**config.mk**
```make
export PLATFORM = sky130hd
export DESIGN_NAME = hyperbus_tx_serializer
export DESIGN_NICKNAME = d
export VERILOG_FILES = /design/src/rtl/hyperbus_pkg.sv /design/src/rtl/hyperbus_tx_serializer.sv
export SDC_FILE = /design/constraint.sdc
export NUM_CORES = 1
export LEC_CHECK = 0
export CAP_MARGIN = 20
export CORE_MARGIN = 5
export CORE_UTILIZATION = 30
export DETAILED_ROUTE_END_ITERATION = 12
export PLACE_DENSITY = 0.52
export SLEW_MARGIN = 15
export SYNTH_ARGS = -nofsm -noshare
export SYNTH_HDL_FRONTEND = slang
export SYNTH_SLANG_ARGS = --single-unit
```
**constraint.sdc**
```tcl
create_clock -name clk_i -period 3.9 [get_ports clk_i]
set_input_delay 0.78 -clock clk_i [delete_from_list [all_inputs] [get_ports clk_i]]
set_output_delay 0.78 -clock clk_i [all_outputs]
set_load 0.05 [all_outputs]
```
**src/rtl/hyperbus_pkg.sv**
```systemverilog
// rtl/hyperbus_pkg.sv - shared types and widths for the HyperBus write serializer
//
// Purpose: FSM state encoding, bus width constants and the byte-lane helper
// used by hyperbus_tx_serializer.
// Ports: none (package).

package hyperbus_pkg;

  localparam int HB_WORD_W = 16;
  localparam int HB_DQ_W   = 8;
  localparam int HB_LEN_W  = 16;

  typedef enum logic [1:0] {
    ST_IDLE = 2'd0,
    ST_HI   = 2'd1,
    ST_LO   = 2'd2
  } hb_state_t;

  // One DDR edge worth of bus content.
  typedef struct packed {
    logic [HB_DQ_W-1:0] dq;
    logic               rwds;
  } hb_lane_t;

  // RWDS is an active-high mask, the inverse of the byte enable. A missing
  // word is sent as a zero byte with the mask set so the memory keeps its
  // old contents.
  function automatic hb_lane_t hb_lane(input logic [HB_DQ_W-1:0] byte_in,
                                       input logic               strb_bit,
                                       input logic               valid);
    hb_lane_t lane;
    if (valid) begin
      lane.dq   = byte_in;
      lane.rwds = ~strb_bit;
    end else begin
      lane.dq   = '0;
      lane.rwds = 1'b1;
    end
    return lane;
  endfunction

endpackage

```
**src/rtl/hyperbus_tx_serializer.sv**
```systemverilog
// rtl/hyperbus_tx_serializer.sv - HyperBus write-data serializer, one DDR byte per clock
//
// Purpose: takes 16-bit write words with byte enables and emits them as a
// stream of DQ bytes (upper byte first) with the RWDS write mask and the
// paired CK level. clk_i runs at twice the CK rate; each cycle is one edge.
//
// Ports:
//   clk_i        system clock, one byte slot per cycle
//   rst_i        asynchronous active-high reset
//   start_i      single-cycle burst start, sampled only in IDLE
//   len_i        burst length in 16-bit words, latched on start
//   data_i       write word, [15:8] sent first
//   strb_i       byte enables, 1 = byte written
//   valid_i      data_i/strb_i valid
//   ready_o      word accepted when valid_i & ready_o
//   busy_o       burst in progress
//   done_o       single-cycle burst-complete pulse
//   underrun_o   sticky: a word slot had no valid data
//   hb_dq_o      DQ byte for the current edge
//   hb_dq_oe_o   DQ output enable
//   hb_rwds_o    write mask, 1 = byte masked
//   hb_rwds_oe_o RWDS output enable
//   hb_ck_o      CK level paired with hb_dq_o (1 = upper byte edge)

module hyperbus_tx_serializer
  import hyperbus_pkg::*;
(
  input  logic                 clk_i,
  input  logic                 rst_i,
  input  logic                 start_i,
  input  logic [HB_LEN_W-1:0]  len_i,
  input  logic [HB_WORD_W-1:0] data_i,
  input  logic [1:0]           strb_i,
  input  logic                 valid_i,
  output logic                 ready_o,
  output logic                 busy_o,
  output logic                 done_o,
  output logic                 underrun_o,
  output logic [HB_DQ_W-1:0]   hb_dq_o,
  output logic                 hb_dq_oe_o,
  output logic                 hb_rwds_o,
  output logic                 hb_rwds_oe_o,
  output logic                 hb_ck_o
);

  hb_state_t           r_state;
  logic [HB_LEN_W-1:0] r_cnt;
  logic [HB_DQ_W-1:0]  r_dq;
  logic                r_rwds;
  logic                r_ck;
  logic                r_oe;
  logic                r_busy;
  logic                r_done;
  logic                r_underrun;
  // Lower byte of the word taken in HI, held for the following LO edge.
  hb_lane_t            r_lo_lane;
  // Set while the final lower byte is on the bus; the FSM is already IDLE then.
  logic                r_tail;

  hb_lane_t            w_hi_lane;
  hb_lane_t            w_lo_lane;
  logic                w_last;

  assign w_hi_lane = hb_lane(data_i[HB_WORD_W-1:HB_DQ_W], strb_i[1], valid_i);
  assign w_lo_lane = hb_lane(data_i[HB_DQ_W-1:0],         strb_i[0], valid_i);
  assign w_last    = (r_cnt <= HB_LEN_W'(1));

  always_ff @(posedge clk_i or posedge rst_i) begin
    if (rst_i) begin
      r_state    <= ST_IDLE;
      r_cnt      <= '0;
      r_dq       <= '0;
      r_rwds     <= 1'b0;
      r_ck       <= 1'b0;
      r_oe       <= 1'b0;
      r_busy     <= 1'b0;
      r_done     <= 1'b0;
      r_underrun <= 1'b0;
      r_lo_lane  <= '0;
      r_tail     <= 1'b0;
    end else begin
      r_done <= 1'b0;
      case (r_state)
        ST_IDLE: begin
          if (r_tail) begin
            r_tail <= 1'b0;
            r_done <= 1'b1;
            r_busy <= 1'b0;
            r_oe   <= 1'b0;
            r_dq   <= '0;
            r_rwds <= 1'b0;
            r_ck   <= 1'b0;
          end
          if (start_i) begin
            r_underrun <= 1'b0;
            if (len_i == '0) begin
              r_done <= 1'b1;
            end else begin
              r_cnt   <= len_i;
              r_busy  <= 1'b1;
              r_state <= ST_HI;
            end
          end
        end

        ST_HI: begin
          // The slot is consumed whether or not a word is offered.
          r_state   <= ST_LO;
          r_oe      <= 1'b1;
          r_ck      <= 1'b1;
          r_dq      <= w_hi_lane.dq;
          r_rwds    <= w_hi_lane.rwds;
          r_lo_lane <= w_lo_lane;
          if (!valid_i) begin
            r_underrun <= 1'b1;
          end
        end

        ST_LO: begin
          r_ck   <= 1'b0;
          r_dq   <= r_lo_lane.dq;
          r_rwds <= r_lo_lane.rwds;
          r_cnt  <= (r_cnt != '0) ? (r_cnt - HB_LEN_W'(1)) : '0;
          if (w_last) begin
            r_state <= ST_IDLE;
            r_tail  <= 1'b1;
          end else begin
            r_state <= ST_HI;
          end
        end

        default: begin
          r_state <= ST_IDLE;
        end
      endcase
    end
  end

  assign ready_o      = (r_state == ST_HI);
  assign busy_o       = r_busy;
  assign done_o       = r_done;
  assign underrun_o   = r_underrun;
  assign hb_dq_o      = r_dq;
  assign hb_dq_oe_o   = r_oe;
  assign hb_rwds_o    = r_rwds;
  assign hb_rwds_oe_o = r_oe;
  assign hb_ck_o      = r_ck;

endmodule

```
* Word-level counts from Yosys, hierarchy flattened *
Cells that the tools add are included.

operators by class
  multiply operators = 0
  equality and inequality tests = 7
  multiplexer cells = 28
  bitwise operators = 2
  divide/modulo/power cells = 0
  magnitude comparators = 1
  $add $sub $neg = 1
  shift-type cells = 0
  reduce and logical (&&, ||, !) cells = 12

operator list
  kind                     number
  $mux W16                 3
  $pmux W16 S2             1
  $pmux W8 S3              1
  $mux W9                  2
  $le A16 B1 Y1 const B    1
  $logic_not A16 Y1        1
  $reduce_bool A16 Y1      1
  $sub A16 B1 Y16 const B  1
  $mux W1                  12
  $ne A2 B2 Y1 const B     5
  $mux W8                  1
  $reduce_and A2 Y1        4
  $pmux W1 S2              3
  $pmux W1 S3              2
  $pmux W2 S3              1
  $reduce_and A3 Y1        2
  $mux W2                  2
  $reduce_bool A2 Y1       2
  $reduce_bool A3 Y1       1
  $eq A2 B1 Y1 const B     1
  $eq A2 B2 Y1 const B     1
  $logic_not A2 Y1         1
  $not A1 Y1               2

word-level totals
  bits of input ports = 38
  memory bits (writable) = 0
  logic and storage cells = 63
  memories kept = 0
  memory bits (read-only) = 0
  output and inout port bits = 16
  latch bits = 0
  register bits = 42

* Depth between registers and ports, before layout *
  depth after elaboration = 4
  gate-level depth with buffers = 8
  depth with buffers taken out = 6

* Worst setup path before layout *
Ideal clock, no wire load.

  path type = input-to-reg
  from = in len_i[3]
  to = reg r_cnt[3]
  buffers on the path = 1
  arrival time = 1,975 ps
  required time = 3,759 ps
  stages = 5
  library setup time = 141 ps
  slack = 1,784 ps
  path through = nor4_1 > a41oi_1 > nor2_2 > buf_4 > o221ai_1

on the way
  cells in the longest elaborated chain, start to end = 3
  elaborated cells on any way between the ends = 6
  classes of those cells = eq/ne: 1; mux: 3; reduce/logical: 2

ends and longest elaborated chain
  element                                                      line                           RTL
  start: declaration                                           hyperbus_tx_serializer.sv:31   input logic [HB_LEN_W-1:0] len_i,
  $logic_not A16 Y1 or $mux W16 (tied branches)                hyperbus_tx_serializer.sv:96   if (len_i == '0) begin
  $ne A2 B2 Y1 (no line) or $mux W16 (tied branches)           --
  $reduce_and A3 Y1 (no line) or $pmux W16 S2 (tied branches)  --
  end signal: assignment                                       hyperbus_tx_serializer.sv:99   r_cnt <= len_i;
  end signal: assignment                                       hyperbus_tx_serializer.sv:123  r_cnt <= (r_cnt != '0) ? (r_cnt - HB_LEN_W'(1)) : '0;
  end: declaration                                             hyperbus_tx_serializer.sv:47   logic [HB_LEN_W-1:0] r_cnt;

Parallel ways exist; a longest one is shown, timed or not. The select of a mux whose other input is x is not followed.
A chain may end at the register's enable or synchronous reset.

* Worst setup path after layout *
  from = in len_i[11]
  to = reg r_cnt[6]

on the way
  cells in the longest elaborated chain, start to end = 3

ends and longest elaborated chain
  element                      line
  $logic_not A16 Y1            hyperbus_tx_serializer.sv:96
  $ne A2 B2 Y1 (no line)       --
  $reduce_and A3 Y1 (no line)  --

Every way passes these cells.

==> flow_metrics.tcl <==
set metrics [dict create \
    antenna_left 0 \
    max_freq_mhz 367 \
    numCtsBuffers 5 \
    diodes 0 \
    drc 0 \
    ys_warn_count 0 \
    drv_slew 0 \
    synth_common_cells "42 x dfrtp_1, 26 x nand2_1, 20 x o21ai_0, 18 x inv_1, 15 x nor2_1" \
    tritoncts "built" \
    gp_congestion 0.840 \
    place_hpwl_um 5080 \
    p_leak_nw 1.24 \
    drt_iter0_markers 168 \
    placed_area_um2 3060 \
    setup_viol 0 \
    ctsLongestPathBuffers 2 \
    grt_overflow 0 \
    syn_to_final_growth_pct 27.7 \
    hold_class "reg -> reg" \
    tightest_slew_ns 0.881 \
    drt-vias-per-instance 5.42 \
    min_path_cells 2 \
    clkSinkCount 42 \
    postCtsSetupBuffers 0 \
    grt_pass1_wl_um 11800 \
    synth.distinct_cells 50 \
    die_w_um 101 \
    synth_area_um2 2470 \
    ir_drop_mv 0.268 \
    skew_ns 0.00994 \
    crit_path_start_kind "input port" \
    n_fill_cell 831 \
    grt_usage_pct 14.5 \
    fp-row-count 33 \
    final_cell_area_um2 3160 \
    r2r-start "r_state[0]" \
    drv_cap 0 \
    cp.required_ns 4.05 \
    synth_top_area_share_pct 42.5 \
    cts_root_buf "clkbuf_8" \
    yosysMostFrequentCell "dfrtp_1" \
    routed_wl_um 7160 \
    layout.cells.non_filler 425 \
    tns_ns 0 \
    avgRoutedWirePerCell_um 16.8 \
    grt_max_degree 25 \
    port_buffers 53 \
    final_util_pct 38.8 \
    final-hold-violation-count 0 \
    async_flop_share_pct 100 \
    nets 364 \
    synth_edf_count 0 \
    die_y_um 101 \
    antenna_found_initial 0 \
    ys_seq_area_share_pct 42.5 \
    synth_fp_nets 319 \
    place_inst 417 \
    period_needed_ns 2.73 \
    cts_resized 0 \
    r2r_cells 5 \
    hold_start "hb_dq_o[7]" \
    reg2reg_to "r_cnt[1]" \
    htree_levels 2 \
    rsz0062_at_grt "false" \
    crit_path_end_kind "flop" \
    initial_utilization_pct 30.4 \
    vias 2302 \
    outcome "finished clean" \
    clkLatencyLatePin_ns 0.30 \
    critPathArrivalTime_ns 2.87 \
    holdBufCountCts 0 \
    critPathKind "in -> reg" \
    die_area_um2 10200 \
    avgSynthCellArea_um2 9.03 \
    p_per_area_nw_per_um2 753 \
    yosys-top-cells-area "dfrtp_1 42%, o21ai_0 4.0%, nand2_1 3.9%, ha_1 3.5%, nor2b_1 3.0%" \
    drive_above_1_share_pct 7.19 \
    yosys.area.top_type "dfrtp_1" \
    core_area_um2 8130 \
    synth_ff_type "dfrtp_1" \
    ff2ff_setup_slack_ns 1.30 \
    hold_path_end "hb_dq_o[7]" \
    grt_pass1_vias 2274 \
    layout_worst_path_cycle_share_pct 69.9 \
    relSlewSlack_pct 41.3 \
    cp_max_fo 16 \
    ys_seq_elements 42 \
    multiInputGateArea_um2 1250 \
    ioPinCount 54 \
    dr.pass1.iters 5 \
    synthCells 274 \
    clk_pin_slew_worst_paths_ns 0.09 \
    regArea_um2 1050 \
]
-- critical path, stage by stage --
cell	delay, ns
clkdlybuf4s50_1	0.41
nor4_1	0.58
a41oi_1	0.26
nor2_2	0.61
o221ai_1	0.23
-- report_power, final --
| group | internal, mW | total, mW | switching, mW |
|---|---|---|---|
| logic | 0.446 | 1.24 | 0.794 |
| clock network | 0.143 | 0.304 | 0.161 |
| registers | 0.631 | 0.835 | 0.204 |
-- area by class of cell --
type | instances | share of cell area (%)
clock inverter | 2 | 0.396
clock buffer | 6 | 2.61
multi-input combinational | 195 | 39.7
inverter | 18 | 2.14
tap | 105 | 4.16
timing repair buffer | 57 | 17.7
sequential | 42 | 33.3
-- worst max-delay path by stage --
stage / slack [ns] / from / endpoint / cells past startpoint
5_1_grt: 0.96 / len_i[2] / r_cnt[6] / 5
3_5_place_dp: 0.83 / len_i[11] / r_cnt[6] / 5
2_1_floorplan: 1.78 / len_i[3] / r_cnt[3] / 5
4_1_cts: 1.16 / len_i[11] / r_cnt[6] / 5
6_report: 1.17 / len_i[11] / r_cnt[6] / 5
3_3_place_gp: 0.87 / len_i[11] / r_cnt[6] / 5
-- kinds of logic after synthesis --
| family | count (synthesis) | share of synthesized area (%) |
|---|---|---|
| adder cells (fa/ha/maj) | 7 | 3.54 |
| AND/OR/NAND/NOR | 100 | 22.7 |
| multiplexers | 2 | 0.859 |
| buffers and inverters | 37 | 6.88 |
| flip-flops | 42 | 42.5 |
| AO/OA/AOI/OAI | 86 | 23.6 |
-- state kept, by name, summed over array words and instances, names as in the netlist --
| name | count |
|---|---|
| r_cnt | 16 |
| r_tail | 1 |
| hb_dq_oe_o | 1 |
| hb_dq_o | 8 |
| hb_ck_o | 1 |
| r_lo_lane | 9 |
| underrun_o | 1 |
| r_state | 2 |
| done_o | 1 |
| hb_rwds_o | 1 |
| busy_o | 1 |
-- cells in the final DEF, fill, tap and decap left out, types with 3 or more instances in the layout --
cell	count
a22oi_1	9
o21ai_0	20
a41oi_1	5
nand2_1	26
clkbuf_8	6
nor2b_1	12
a21oi_1	12
a31oi_1	8
inv_1	17
clkdlybuf4s50_1	53
nand3_1	12
nor4_1	10
nor3_1	5
dfrtp_1	42
ha_1	7
o31ai_1	4
nor2_1	15
o211ai_1	3
buf_4	4
o221ai_1	7
-- per-stage QoR --
step / hold slack (ns) / worst slack, ns / total power, mW
2_1_floorplan: 0.458 / 1.78 / 1.71
3_5_place_dp: 0.472 / 0.829 / 2.08
5_1_grt: 0.526 / 0.957 / 2.56
6_report: 0.484 / 1.17 / 2.38
4_1_cts: 0.492 / 1.16 / 2.40
3_3_place_gp: 0.475 / 0.866 / 2.09
-- metal layers --
layer | global-route usage (%) | vias to the layer above | wire length (um)
li1 | - | 1109 | -
met1 | 20.6 | 1075 | 3240
met2 | 21.9 | 110 | 3170
met3 | 3.53 | 8 | 646
met4 | 3.73 | 0 | 92
met5 | 0 | - | 0
(Power assumes the default switching activity.)
